[src/rtl/spi_ram_arbiter_pkg.sv]
// ---------------------------------------------------------------------------
// spi_shared : types shared by the SPI/host RAM arbiter slice.
//
// Contents:
//   PEND_ADDR_WIDTH / PEND_DATA_WIDTH : widths of the pending-access record
//   spi_cmd_e    : 2-bit SPI command field carried in rx_data[9:8]
//   arb_state_e  : arbiter FSM states
//   requester_e  : identifies the SPI path or the host port
//   pend_req_t   : one buffered SPI access {we, addr, data}
// ---------------------------------------------------------------------------
package spi_shared;

    localparam int PEND_ADDR_WIDTH = 8;
    localparam int PEND_DATA_WIDTH = 8;

    typedef enum logic [1:0] {
        CMD_WR_ADDR = 2'b00,
        CMD_WR_DATA = 2'b01,
        CMD_RD_ADDR = 2'b10,
        CMD_RD_DATA = 2'b11
    } spi_cmd_e;

    typedef enum logic {
        ARB_IDLE,
        ARB_RD_WAIT
    } arb_state_e;

    typedef enum logic {
        REQ_SPI,
        REQ_HOST
    } requester_e;

    typedef struct packed {
        logic                       we;
        logic [PEND_ADDR_WIDTH-1:0] addr;
        logic [PEND_DATA_WIDTH-1:0] data;
    } pend_req_t;

endpackage

[src/rtl/spi_ram_arbiter_if.sv]
// ---------------------------------------------------------------------------
// spi_ram_arbiter_if : bundles the SPI slave, host port and RAM signals that
// surround the arbiter.
//
// Modports:
//   slave  : arbiter view (consumes SPI rx, host requests, RAM read data;
//            drives SPI tx, host responses and the RAM control bus)
//   master : surrounding-system view (the opposite directions)
// ---------------------------------------------------------------------------
interface spi_ram_arbiter_if #(
    parameter int ADDR_WIDTH = 8,
    parameter int DATA_WIDTH = 8
);

    // SPI slave side
    logic [DATA_WIDTH+1:0] spi_rx_data;
    logic                  spi_rx_valid;
    logic [DATA_WIDTH-1:0] spi_tx_data;
    logic                  spi_tx_valid;
    logic                  spi_overrun;

    // Host port
    logic                  host_req;
    logic                  host_we;
    logic [ADDR_WIDTH-1:0] host_addr;
    logic [DATA_WIDTH-1:0] host_wdata;
    logic                  host_gnt;
    logic [DATA_WIDTH-1:0] host_rdata;
    logic                  host_rvalid;

    // Single-port RAM
    logic                  ram_en;
    logic                  ram_we;
    logic [ADDR_WIDTH-1:0] ram_addr;
    logic [DATA_WIDTH-1:0] ram_wdata;
    logic [DATA_WIDTH-1:0] ram_rdata;

    modport slave (
        input  spi_rx_data, spi_rx_valid,
        input  host_req, host_we, host_addr, host_wdata,
        input  ram_rdata,
        output spi_tx_data, spi_tx_valid, spi_overrun,
        output host_gnt, host_rdata, host_rvalid,
        output ram_en, ram_we, ram_addr, ram_wdata
    );

    modport master (
        output spi_rx_data, spi_rx_valid,
        output host_req, host_we, host_addr, host_wdata,
        output ram_rdata,
        input  spi_tx_data, spi_tx_valid, spi_overrun,
        input  host_gnt, host_rdata, host_rvalid,
        input  ram_en, ram_we, ram_addr, ram_wdata
    );

endinterface

[src/rtl/spi_ram_arbiter_rr_arb2.sv]
// ---------------------------------------------------------------------------
// rr_arb2 : two-requester round-robin arbiter (SPI vs host).
//
// Ports:
//   clk, rst           : clock, asynchronous active-high reset
//   en                 : grants are only issued while en is high
//   req_spi, req_host  : request lines
//   gnt_spi, gnt_host  : one-hot combinational grants
//
// last_gnt resets to HOST so that SPI wins the first tie after reset.
// ---------------------------------------------------------------------------
module rr_arb2
    import spi_shared::*;
(
    input  logic clk,
    input  logic rst,
    input  logic en,
    input  logic req_spi,
    input  logic req_host,
    output logic gnt_spi,
    output logic gnt_host
);

    requester_e last_gnt;

    // On a tie the requester that did not win last time is granted;
    // a lone requester is always granted.
    always_comb begin
        gnt_spi  = 1'b0;
        gnt_host = 1'b0;
        if (en) begin
            if (req_spi && req_host) begin
                if (last_gnt == REQ_HOST) begin
                    gnt_spi = 1'b1;
                end else begin
                    gnt_host = 1'b1;
                end
            end else begin
                gnt_spi  = req_spi;
                gnt_host = req_host;
            end
        end
    end

    // Remember the most recent winner for the next tie.
    always_ff @(posedge clk or posedge rst) begin
        if (rst) begin
            last_gnt <= REQ_HOST;
        end else if (gnt_spi) begin
            last_gnt <= REQ_SPI;
        end else if (gnt_host) begin
            last_gnt <= REQ_HOST;
        end
    end

endmodule

[src/rtl/spi_ram_arbiter.sv]
// ---------------------------------------------------------------------------
// spi_ram_arbiter : shares one single-port RAM (1-cycle read latency) between
// the SPI slave receive path and a local host port.
//
// Ports:
//   clk  : clock, all logic on the rising edge
//   rst  : asynchronous active-high reset
//   bus  : spi_ram_arbiter_if.slave
//          spi_rx_data/valid  -> 10-bit command words {cmd, payload}
//          spi_tx_data/valid  <- SPI read data strobe
//          spi_overrun        <- pulse when an SPI access is dropped
//          host_req/we/addr/wdata -> host request, held until host_gnt
//          host_gnt           <- combinational grant (access this cycle)
//          host_rdata/rvalid  <- host read data strobe
//          ram_en/we/addr/wdata, ram_rdata : RAM port
//
// SPI write/read data commands are buffered in a one-deep pending slot that
// carries its own address, so later address commands never disturb it.
// ---------------------------------------------------------------------------
module spi_ram_arbiter
    import spi_shared::*;
#(
    parameter int ADDR_WIDTH = PEND_ADDR_WIDTH,
    parameter int DATA_WIDTH = PEND_DATA_WIDTH
) (
    input  logic             clk,
    input  logic             rst,
    spi_ram_arbiter_if.slave bus
);

    arb_state_e state, state_next;
    requester_e owner, owner_next;

    logic [ADDR_WIDTH-1:0] wr_addr;
    logic [ADDR_WIDTH-1:0] rd_addr;
    pend_req_t             slot;
    logic                  slot_valid;

    spi_cmd_e              cmd;
    logic [DATA_WIDTH-1:0] payload;

    logic gnt_spi;
    logic gnt_host;

    logic                  ram_en;
    logic                  ram_we;
    logic [ADDR_WIDTH-1:0] ram_addr;
    logic [DATA_WIDTH-1:0] ram_wdata;

    logic [DATA_WIDTH-1:0] spi_tx_data;
    logic                  spi_tx_valid;
    logic                  spi_overrun;
    logic [DATA_WIDTH-1:0] host_rdata;
    logic                  host_rvalid;

    assign cmd     = spi_cmd_e'(bus.spi_rx_data[DATA_WIDTH+1:DATA_WIDTH]);
    assign payload = bus.spi_rx_data[DATA_WIDTH-1:0];

    rr_arb2 u_arb (
        .clk      (clk),
        .rst      (rst),
        .en       (state == ARB_IDLE),
        .req_spi  (slot_valid),
        .req_host (bus.host_req),
        .gnt_spi  (gnt_spi),
        .gnt_host (gnt_host)
    );

    // FSM state and the owner of an in-flight read.
    always_ff @(posedge clk or posedge rst) begin
        if (rst) begin
            state <= ARB_IDLE;
            owner <= REQ_SPI;
        end else begin
            state <= state_next;
            owner <= owner_next;
        end
    end

    // Next state and RAM drive. The granted requester drives the RAM in the
    // grant cycle; a read then parks in RD_WAIT for the RAM latency cycle.
    always_comb begin
        state_next = state;
        owner_next = owner;
        ram_en     = 1'b0;
        ram_we     = 1'b0;
        ram_addr   = '0;
        ram_wdata  = '0;
        unique case (state)
            ARB_IDLE: begin
                if (gnt_spi) begin
                    ram_en    = 1'b1;
                    ram_we    = slot.we;
                    ram_addr  = slot.addr;
                    ram_wdata = slot.we ? slot.data : '0;
                    if (!slot.we) begin
                        state_next = ARB_RD_WAIT;
                        owner_next = REQ_SPI;
                    end
                end else if (gnt_host) begin
                    ram_en    = 1'b1;
                    ram_we    = bus.host_we;
                    ram_addr  = bus.host_addr;
                    ram_wdata = bus.host_we ? bus.host_wdata : '0;
                    if (!bus.host_we) begin
                        state_next = ARB_RD_WAIT;
                        owner_next = REQ_HOST;
                    end
                end
            end
            ARB_RD_WAIT: begin
                state_next = ARB_IDLE;
            end
            default: begin
                state_next = ARB_IDLE;
            end
        endcase
    end

    // Command decode and the pending slot. A slot granted this cycle frees up
    // in time to accept a same-cycle data command; otherwise a data command
    // hitting a full slot is dropped and flagged.
    always_ff @(posedge clk or posedge rst) begin
        if (rst) begin
            wr_addr     <= '0;
            rd_addr     <= '0;
            slot        <= '0;
            slot_valid  <= 1'b0;
            spi_overrun <= 1'b0;
        end else begin
            spi_overrun <= 1'b0;
            if (gnt_spi) begin
                slot_valid <= 1'b0;
            end
            if (bus.spi_rx_valid) begin
                unique case (cmd)
                    CMD_WR_ADDR: wr_addr <= ADDR_WIDTH'(payload);
                    CMD_RD_ADDR: rd_addr <= ADDR_WIDTH'(payload);
                    CMD_WR_DATA, CMD_RD_DATA: begin
                        if (!slot_valid || gnt_spi) begin
                            slot_valid <= 1'b1;
                            if (cmd == CMD_WR_DATA) begin
                                slot <= '{we: 1'b1, addr: wr_addr, data: payload};
                            end else begin
                                slot <= '{we: 1'b0, addr: rd_addr, data: '0};
                            end
                        end else begin
                            spi_overrun <= 1'b1;
                        end
                    end
                    default: ;
                endcase
            end
        end
    end

    // Read-data return: in RD_WAIT the RAM output is valid and is steered to
    // whichever requester launched the read.
    always_ff @(posedge clk or posedge rst) begin
        if (rst) begin
            spi_tx_data  <= '0;
            spi_tx_valid <= 1'b0;
            host_rdata   <= '0;
            host_rvalid  <= 1'b0;
        end else begin
            spi_tx_valid <= 1'b0;
            host_rvalid  <= 1'b0;
            if (state == ARB_RD_WAIT) begin
                if (owner == REQ_SPI) begin
                    spi_tx_data  <= bus.ram_rdata;
                    spi_tx_valid <= 1'b1;
                end else begin
                    host_rdata  <= bus.ram_rdata;
                    host_rvalid <= 1'b1;
                end
            end
        end
    end

    assign bus.ram_en       = ram_en;
    assign bus.ram_we       = ram_we;
    assign bus.ram_addr     = ram_addr;
    assign bus.ram_wdata    = ram_wdata;
    assign bus.host_gnt     = gnt_host;
    assign bus.host_rdata   = host_rdata;
    assign bus.host_rvalid  = host_rvalid;
    assign bus.spi_tx_data  = spi_tx_data;
    assign bus.spi_tx_valid = spi_tx_valid;
    assign bus.spi_overrun  = spi_overrun;

endmodule

[src/flat_wrapper.sv]
// flat-port wrapper written by rule: the top's interface ports become plain ports
module spi_ram_arbiter_flat import spi_shared::*;
#(
    parameter int ADDR_WIDTH = PEND_ADDR_WIDTH,
    parameter int DATA_WIDTH = PEND_DATA_WIDTH
)
  (clk, rst, bus_spi_rx_data, bus_spi_rx_valid, bus_host_req, bus_host_we, bus_host_addr, bus_host_wdata, bus_ram_rdata, bus_spi_tx_data, bus_spi_tx_valid, bus_spi_overrun, bus_host_gnt, bus_host_rdata, bus_host_rvalid, bus_ram_en, bus_ram_we, bus_ram_addr, bus_ram_wdata);
  spi_ram_arbiter_if #(.ADDR_WIDTH(ADDR_WIDTH), .DATA_WIDTH(DATA_WIDTH)) bus_i ();
  input  logic clk;
  input  logic rst;
  input wire logic [$bits(bus_i.spi_rx_data)-1:0] bus_spi_rx_data;
  input wire logic [$bits(bus_i.spi_rx_valid)-1:0] bus_spi_rx_valid;
  input wire logic [$bits(bus_i.host_req)-1:0] bus_host_req;
  input wire logic [$bits(bus_i.host_we)-1:0] bus_host_we;
  input wire logic [$bits(bus_i.host_addr)-1:0] bus_host_addr;
  input wire logic [$bits(bus_i.host_wdata)-1:0] bus_host_wdata;
  input wire logic [$bits(bus_i.ram_rdata)-1:0] bus_ram_rdata;
  output wire logic [$bits(bus_i.spi_tx_data)-1:0] bus_spi_tx_data;
  output wire logic [$bits(bus_i.spi_tx_valid)-1:0] bus_spi_tx_valid;
  output wire logic [$bits(bus_i.spi_overrun)-1:0] bus_spi_overrun;
  output wire logic [$bits(bus_i.host_gnt)-1:0] bus_host_gnt;
  output wire logic [$bits(bus_i.host_rdata)-1:0] bus_host_rdata;
  output wire logic [$bits(bus_i.host_rvalid)-1:0] bus_host_rvalid;
  output wire logic [$bits(bus_i.ram_en)-1:0] bus_ram_en;
  output wire logic [$bits(bus_i.ram_we)-1:0] bus_ram_we;
  output wire logic [$bits(bus_i.ram_addr)-1:0] bus_ram_addr;
  output wire logic [$bits(bus_i.ram_wdata)-1:0] bus_ram_wdata;
  assign bus_i.spi_rx_data = bus_spi_rx_data;
  assign bus_i.spi_rx_valid = bus_spi_rx_valid;
  assign bus_i.host_req = bus_host_req;
  assign bus_i.host_we = bus_host_we;
  assign bus_i.host_addr = bus_host_addr;
  assign bus_i.host_wdata = bus_host_wdata;
  assign bus_i.ram_rdata = bus_ram_rdata;
  assign bus_spi_tx_data = bus_i.spi_tx_data;
  assign bus_spi_tx_valid = bus_i.spi_tx_valid;
  assign bus_spi_overrun = bus_i.spi_overrun;
  assign bus_host_gnt = bus_i.host_gnt;
  assign bus_host_rdata = bus_i.host_rdata;
  assign bus_host_rvalid = bus_i.host_rvalid;
  assign bus_ram_en = bus_i.ram_en;
  assign bus_ram_we = bus_i.ram_we;
  assign bus_ram_addr = bus_i.ram_addr;
  assign bus_ram_wdata = bus_i.ram_wdata;
  spi_ram_arbiter #(.ADDR_WIDTH(ADDR_WIDTH), .DATA_WIDTH(DATA_WIDTH)) u_core (.clk(clk), .rst(rst), .bus(bus_i));
endmodule
[config.mk]
export PLATFORM = sky130hd
export DESIGN_NAME = spi_ram_arbiter_flat
export DESIGN_NICKNAME = d
export VERILOG_FILES = /design/src/rtl/spi_ram_arbiter_pkg.sv /design/src/rtl/spi_ram_arbiter_if.sv /design/src/rtl/spi_ram_arbiter_rr_arb2.sv /design/src/rtl/spi_ram_arbiter.sv /design/src/flat_wrapper.sv
export SDC_FILE = /design/constraint.sdc
export NUM_CORES = 1
export LEC_CHECK = 0
export CORE_UTILIZATION = 46
export CTS_CLUSTER_DIAMETER = 30
export DETAILED_ROUTE_END_ITERATION = 10
export MAX_ROUTING_LAYER = met4
export PLACE_DENSITY_LB_ADDON = 0.05
export SLEW_MARGIN = 10
export SYNTH_ARGS = -nofsm -noshare
export SYNTH_HDL_FRONTEND = slang
export SYNTH_HIERARCHICAL = 1
export SYNTH_SLANG_ARGS = --single-unit
[constraint.sdc]
create_clock -name clk -period 2.95 [get_ports clk]
set_input_delay 0.59 -clock clk [delete_from_list [all_inputs] [get_ports clk]]
set_output_delay 0.59 -clock clk [all_outputs]
set_load 0.01 [all_outputs]
==> metrics, run 1 <==
status finished, violations left; violated checks setup timing; placed cells 364; most instantiated cells after synthesis dfrtp_1 (55), o21ai_0 (35), mux2_2 (32); final instance area 3527 um^2; Area contributors post-synth dfrtp_1 (55%), mux2_2 (14%), o21ai_0 (7.0%), a22oi_1 (4.2%), mux2i_1 (3.2%); Final Hold Viols 0; hold path startpoint u_core/bus.host_rdata[0]$_DFFE_PP0P_; GP Congestion 0.8771; antenna-violating nets left 0; Post-Syn Area 2506 um^2; crit path DAT 2370 ps; Crit. End Element output port; Yosys top cell area share 0.5492; share of layout cells above drive strength 1 0.2013; # DRC 0; TritonCTS sink count 56; area delta synth->final 40.74%; CP delay by family, top buffers and inverters; worst slew pin tran 898.5 ps; Cell Pwr Density 843.0 nW/um^2; Clk pin slew, worst setup/hold paths 100 ps; Mapped Nets 258; Syn Inst Count 219; Synth Flop Type dfrtp_1; f_max 337.4 MHz; yosys warns 6; post-detail-place hpwl 4136 um; Die X-Extent 75.81 um; Netlist cell types 28; vias in the first global route 1752; placed cell areas 3387 um^2; Initial DRC Count 105; Ports 77; part of the cycle the worst path needs 1.005; CP max stage cell clkdlybuf4s50_1; crit path max fanout 14; Final Critical Period 2964 ps; Pre-Repair DR Iteration Count 5; FF-to-FF path depth 6; worst flop-to-flop path endpoint u_core/slot[9]$_DFFE_PP0P_; crit-path cells clkdlybuf4s50_1, a21oi_2, buf_6, nor2b_1, buf_4, a22oi_1, nor2_1, clkdlybuf4s50_1; Yosys top cell by area dfrtp_1; post-synthesis sequential area ratio 0.5597; CTS buffer count 5; CTS max path bufs 2; Final Non-Filler Cells 373; initial antenna violation count 0; cell mode on critical path clkdlybuf4s50_1; DR vias/cell 5.169; Crit Path Class input port to output port; Max-Cap Viols 0; IO buf count 76; vias 1928; crit path to bus_ram_addr[7]; Die ar. 5747 um^2; row cnt 26; final worst slack -13.76 ps; RR Startpoint u_core/u_arb/last_gnt$_DFFE_PP1P_; Clk Tree Root Cell clkbuf_8; global-route wire length before repair 8901 um; RSZ-0062 raised after global routing true; Routed WL 5552 um; mean post-synth cell area 11.44 um^2; nets 342; max-slew violation count 0; core area 5172 um^2; wire per inst 14.88 um; #FFs+latches synth 56; GRT Total Usage 0.2167; Levels on crit path 8; most common cell in the netlist dfrtp_1; Min-Delay Path Class flop to flop; Buf/Inv on CP 4; Post-synth ARST share 1.000; Post-synth EDFFs 0; Critical Path RT 2360 ps; largest net degree at the start of global routing 31; Initial Util 0.4845; Worst Skew 6.364 ps; setup violators final 1; slew margin rel. 0.3997; GRT overflow 0; CTS tree done; Die H 75.81 um; critical path's largest stage delay 480 ps; Skew-Pair Late Insertion Delay 310 ps; Lkg Pwr 1.717 nW; Peak supply drop 0.0003787 V; H-tree lvl count 2; R2R setup slack 1000 ps; n_diodes 0; Critical path origin bus_host_req; Startpoint Class input port
cells in the final DEF, fill, tap and decap left out, types with 2 or more instances in the layout:
cell type        count
mux2_2              32
dlymetal6s2s_1      13
dfrtp_1             55
nand2_1             13
inv_1                5
a21oi_1              4
a22oi_1             14
o21ai_0             35
mux2i_1              8
buf_4               11
clkbuf_8             5
a21oi_2              3
clkdlybuf4s50_1     62
nor2_1              18
nand2b_1             3
nor2b_1              4
nand3b_1             2
cells by family after synthesis:
family | share of synthesized area
multiplexers | 0.1757
flip-flops | 0.5597
AND/OR/NAND/NOR | 0.1003
buffers and inverters | 0.03395
AO/OA/AOI/OAI | 0.1303
area by class of cell:
class / count / area, um^2
fill: 402 / 1645
tap: 70 / 87.58
inverter: 6 / 22.52
clock buffer: 5 / 68.82
multi-input combinational: 145 / 1027
clock inverter: 2 / 12.51
sequential: 56 / 1403
timing repair buffer: 89 / 905.9
routing by layer:
metal / track usage / vias to the layer above / wire, um
met5: - / - / 0
met1: 0.3192 / 927 / 2657
li1: - / 931 / -
met2: 0.3048 / 62 / 2500
met4: 0.06173 / 0 / 78
met3: 0.04101 / 8 / 316
per-stage QoR:
stage / power (mW) / hold WS (ps) / util / worst slack, ps / TNS (ps)
2_1_floorplan: 1.915 / 470.5 / - / 408.7 / 0
3_3_place_gp: 2.566 / 486.4 / 0.6548 / -176.9 / -1702
3_5_place_dp: 2.590 / 492.1 / 0.6548 / -163.5 / -1866
4_1_cts: 3.005 / 514.2 / 0.6727 / -39.78 / -104.6
5_1_grt: 3.188 / 530.7 / 0.6819 / -112.6 / -269.8
6_report: 2.973 / 511.4 / 0.6819 / -13.76 / -13.76
worst min path at each step:
stage	endpoint	slack, ps	cells past startpoint
4_1_cts	u_core/bus.spi_tx_data[3]$_DFFE_PP0P_	510	1
6_report	u_core/bus.host_rdata[0]$_DFFE_PP0P_	510	1
3_3_place_gp	u_core/bus.host_rdata[7]$_DFFE_PP0P_	490	1
5_1_grt	u_core/bus.host_rdata[2]$_DFFE_PP0P_	530	1
3_5_place_dp	u_core/bus.spi_tx_data[5]$_DFFE_PP0P_	490	1
2_1_floorplan	u_core/u_arb/last_gnt$_DFFE_PP1P_	470	2
sequential cells by signal (all words and copies together), names as in the netlist:
| signal | flops |
|---|---|
| u_core/bus.spi_tx_valid | 1 |
| u_core/state | 1 |
| u_core/slot_valid | 1 |
| u_core/rd_addr | 8 |
| u_core/slot | 17 |
| u_core/wr_addr | 8 |
| u_core/bus.host_rvalid | 1 |
| u_core/bus.spi_tx_data | 8 |
| u_core/bus.spi_overrun | 1 |
| u_core/bus.host_rdata | 8 |
| u_core/owner | 1 |
| u_core/u_arb/last_gnt | 1 |
power breakdown:
part | internal [mW] | switching [mW] | total (mW)
clock network | 0.161 | 0.236 | 0.397
logic | 0.755 | 0.589 | 1.34
registers | 1.06 | 0.175 | 1.23
worst reg2reg max path, stage by stage, from the launching register on:
cell	delay, ps
dfstp_2	560
inv_1	70
a21oi_2	240
buf_4	160
nand2b_4	120
nand3_1	390
o21ai_0	320
repair_timing:
| item | 4_1_cts | 5_1_grt |
|---|---|---|
| gates resized for setup | 5 | 13 |
| pin swaps | 2 | 1 |
| hold buffers | 0 | 0 |
| endpoints found under the setup margin | 16 | 16 |
| setup buffers | 0 | 2 |
(Power assumes the default switching activity.)
==> run 2: changes to the inputs <==
- REMOVE_ABC_BUFFERS: default -> 1
==> metrics, run 2 (synthesized netlist as in run 1, its figures left out) <==
Lkg Pwr 1.710 nW; vias 1963; slew margin rel. 0.2844; H-tree lvl count 2; GRT Total Usage 0.2201; DR vias/cell 5.166; Min-Delay Path Class flop to flop; initial antenna violation count 0; # DRC 0; Clk Tree Root Cell clkbuf_8; global-route wire length before repair 8963 um; Die H 75.81 um; most frequent cells in the layout clkdlybuf4s50_1 (59), dfrtp_1 (55), o21ai_0 (35); Initial DRC Count 85; TritonCTS sink count 56; Critical Path RT 2360 ps; nets 348; GP Congestion 0.7742; Most flops, register u_core/slot; Max-Cap Viols 0; part of the cycle the worst path needs 0.9803; IO buf count 76; Die ar. 5747 um^2; setup TNS 0 ps; vias in the first global route 1801; routing usage on met2 0.3333; Clk pin slew, worst setup/hold paths 90 ps; antenna-violating nets left 0; area delta synth->final 42.59%; Routed WL 5795 um; Hold-fix buffers, CTS 0; max-slew violation count 0; wire per inst 15.25 um; CTS max path bufs 2; Cell Pwr Density 868.3 nW/um^2; Peak supply drop 0.0004114 V; fill cell count 412; CTS tree done; max reg flops 17; Pre-Repair DR Iteration Count 6; Initial Util 0.4845; met3 Use GR 0.04101; CTS buffer count 5; setup violators final 0; Final Util 0.6909; post-detail-place hpwl 4185 um; worst slew pin tran 1071 ps; Ports 77; Crit Path Class input port to output port; share of layout cells above drive strength 1 0.2161; Skew-Pair Late Insertion Delay 300 ps; Crit. End Element output port; crit path max fanout 6; Die X-Extent 75.81 um; met1 global-route usage 0.3085; f_max 345.8 MHz; crit path DAT 2300 ps; status complete, no violations; row cnt 26; Final Hold Viols 0; commonest non-fill, non-tap cell in the layout clkdlybuf4s50_1; Startpoint Class input port; n_diodes 0; Final Critical Period 2892 ps; Worst Skew 8.858 ps; GRT overflow 0; most used routing layer met2; largest net degree at the start of global routing 32; core area 5172 um^2; total power 3.103 mW
[run 2: per-layer routing]
| layer | routed length [um] | vias to the layer above |
|---|---|---|
| met5 | 0 | - |
| met3 | 302 | 5 |
| met1 | 2674 | 956 |
| met4 | 39 | 0 |
| met2 | 2779 | 50 |
| li1 | - | 952 |
[run 2: where the power goes]
part	leakage, nW	switching, mW	internal, mW
clock network	0.0541	0.241	0.251
registers	0.684	0.153	1.06
logic	0.972	0.620	0.781
total	1.71	1.01	2.09
[run 2: critical path, cell delays in order]
cell and delay, ps:
clkdlybuf4s50_1 430, a21oi_1 190, buf_4 170, buf_4 120, nor2_1 50, nor2_1 120
buf_4 120, clkdlybuf4s50_1 520
[run 2: path summary, 6_finish.rpt]
| kind | startpoint | end | slack (ps) | cells after the start |
|---|---|---|---|---|
| setup reg to reg | u_core/slot_valid$_DFF_PP0_ | u_core/slot[9]$_DFFE_PP0P_ | 720 | 7 |
| hold reg to reg | u_core/wr_addr[1]$_DFFE_PP0P_ | u_core/wr_addr[1]$_DFFE_PP0P_ | 510 | 1 |
| max in group asynchronous | rst | u_core/rd_addr[1]$_DFFE_PP0P_ | 1640 | 3 |
| min in group asynchronous | rst | u_core/u_arb/last_gnt$_DFFE_PP1P_ | 620 | 2 |
| hold / removal | u_core/wr_addr[1]$_DFFE_PP0P_ | u_core/wr_addr[1]$_DFFE_PP0P_ | 510 | 1 |
| setup / recovery | bus_host_req | bus_ram_en | 60 | 8 |
[run 2: repair_timing]
item / CTS / global route
resized for setup: 11 / 8
setup endpoints to repair: 16 / 9
cloned: 0 / 0
setup buffers: 1 / 1
[run 2: metrics by stage]
step	worst slack [ps]	hold slack [ps]	std cells	instance area (um^2)
floorplan	297.2	470.5	207	2444
global placement	-180.5	486.1	370	3432
detailed placement	-135.9	494.0	370	3432
CTS	9.086	516.0	379	3546
global route	-17.89	534.4	380	3573
finish	58.17	512.5	380	3573
[run 2: cell type report]
type                       instances  area [um^2]  area share
timing repair buffer              95        924.6      0.2588
inverter                           6        22.52    0.006303
multi-input combinational        145         1025      0.2868
clock buffer                       5        68.82     0.01926
tap                               70        87.58     0.02451
sequential                        56         1403      0.3925
clock inverter                     3        42.54     0.01190
==> run 3: changes to the inputs <==
- CORE_MARGIN: default -> 10
- CTS_CLUSTER_DIAMETER: 30 -> default
==> metrics, run 3 (synthesized netlist as in run 1, its figures left out) <==
vias in the first global route 1948; max reg flops 17; FF+latch area 1403 um^2; Cell Pwr Density 863.1 nW/um^2; Peak supply drop 0.0004956 V; Crit Path Class input port to output port; status finished, violations left; final worst slack -63.76 ps; post-detail-place hpwl 4800 um; Lkg Pwr 1.599 nW; CTS tree done; Skew-Pair Late Insertion Delay 300 ps; Pre-Repair DR Iteration Count 4; CTS max path bufs 2; f_max 331.8 MHz; wire per inst 16.62 um; Ports 77; Most flops, register u_core/slot; total power 3.030 mW; max-slew violation count 0; H-tree lvl count 2; Final Critical Period 3014 ps; # DRC 0; RSZ-0062 raised after global routing true; Clk pin slew, worst setup/hold paths 80 ps; most frequent cells in the layout clkdlybuf4s50_1 (69), dfrtp_1 (55), o21ai_0 (35); Clk Tree Root Cell clkbuf_8; Die X-Extent 93.81 um; setup TNS -281.2 ps; Crit. End Element output port; IO buf count 76; Final Util 0.6745; global-route wire length before repair 9832 um; Worst Skew 7.113 ps; Hold-fix buffers, CTS 0; R2R setup slack 900 ps; nets 342; commonest non-fill, non-tap cell in the layout clkdlybuf4s50_1; GP Congestion 0.8241; Die ar. 8800 um^2; Initial Util 0.4815; worst hold slack 509.0 ps; n_diodes 0; fill cell count 402; share of layout cells above drive strength 1 0.2039; slew margin rel. 0.3294; setup violators final 6; Startpoint Class input port; DR vias/cell 5.142; GRT Total Usage 0.1443; violated checks setup timing; part of the cycle the worst path needs 1.022; core area 5205 um^2; Min-Delay Path Class flop to flop; row cnt 26; GRT overflow 0; CTS buffer count 5; vias 1923; Critical Path RT 2360 ps; crit path DAT 2420 ps; Routed WL 6217 um; Final Hold Viols 0; area of the multi-input gates 1027 um^2; Initial DRC Count 120; antenna-violating nets left 0; CP max stage cell clkdlybuf4s50_1; worst slew pin tran 1004 ps; Die H 93.81 um; area delta synth->final 40.09%; crit-path cells clkdlybuf4s50_1, a21oi_2, buf_4, nor2b_1, buf_4, a22oi_1, nor2_1, clkdlybuf4s50_1; Max-Cap Viols 0; initial antenna violation count 0; TritonCTS sink count 56; critical path's largest stage delay 500 ps; crit path max fanout 7; largest net degree at the start of global routing 28
==> run 3: layout make-up <==
type,count,area share
Timing Repair Buffer,89,0.2480
Tap cell,70,0.02495
Clock buffer,8,0.02851
Sequential cell,56,0.3995
Inverter,6,0.006415
Multi-Input combinational cell,145,0.2926
==> run 3: stage by stage <==
| stage | area (um^2) | setup slack, ps | std cells |
|---|---|---|---|
| after global routing | 3511 | -172.5 | 374 |
| after floorplan | 2444 | 297.2 | 207 |
| after detailed placement | 3390 | -192.7 | 366 |
| after CTS | 3498 | -89.71 | 374 |
| final | 3511 | -63.76 | 374 |
| after global placement | 3390 | -232.9 | 366 |
==> run 3: path summary, 6_finish.rpt <==
| check | end | cells past startpoint | startpoint |
|---|---|---|---|
| max | bus_ram_addr[6] | 8 | bus_host_req |
| min | u_core/bus.spi_tx_data[2]$_DFFE_PP0P_ | 1 | u_core/bus.spi_tx_data[2]$_DFFE_PP0P_ |
| max reg2reg | u_core/slot[4]$_DFFE_PP0P_ | 6 | u_core/u_arb/last_gnt$_DFFE_PP1P_ |
| min reg2reg | u_core/bus.spi_tx_data[2]$_DFFE_PP0P_ | 1 | u_core/bus.spi_tx_data[2]$_DFFE_PP0P_ |
| max in group asynchronous | u_core/rd_addr[2]$_DFFE_PP0P_ | 3 | rst |
| min in group asynchronous | u_core/u_arb/last_gnt$_DFFE_PP1P_ | 2 | rst |
==> run 3: report_power, final <==
group	total, mW	internal, mW	switching (mW)
clock network	0.431	0.214	0.217
logic	1.39	0.764	0.623
registers	1.21	1.06	0.155
==> run 3: timing repair <==
item	in CTS	in global routing
setup endpoints to repair	18	18
gates resized for setup	3	7
setup buffers	0	0
pin swaps	0	0
==> run 3: metal layers <==
layer / track usage / up-vias / routed length, um
met5: - / - / 0
met4: 0.04177 / 0 / 59
met3: 0.03597 / 4 / 295
met2: 0.2235 / 48 / 2943
met1: 0.1825 / 936 / 2918
li1: - / 935 / -
==> run 3: critical path: cells and delay by family <==
family,cells,cell delay (ps)
compound gates,2,420
buf+inv,4,1300
simple gates,2,120
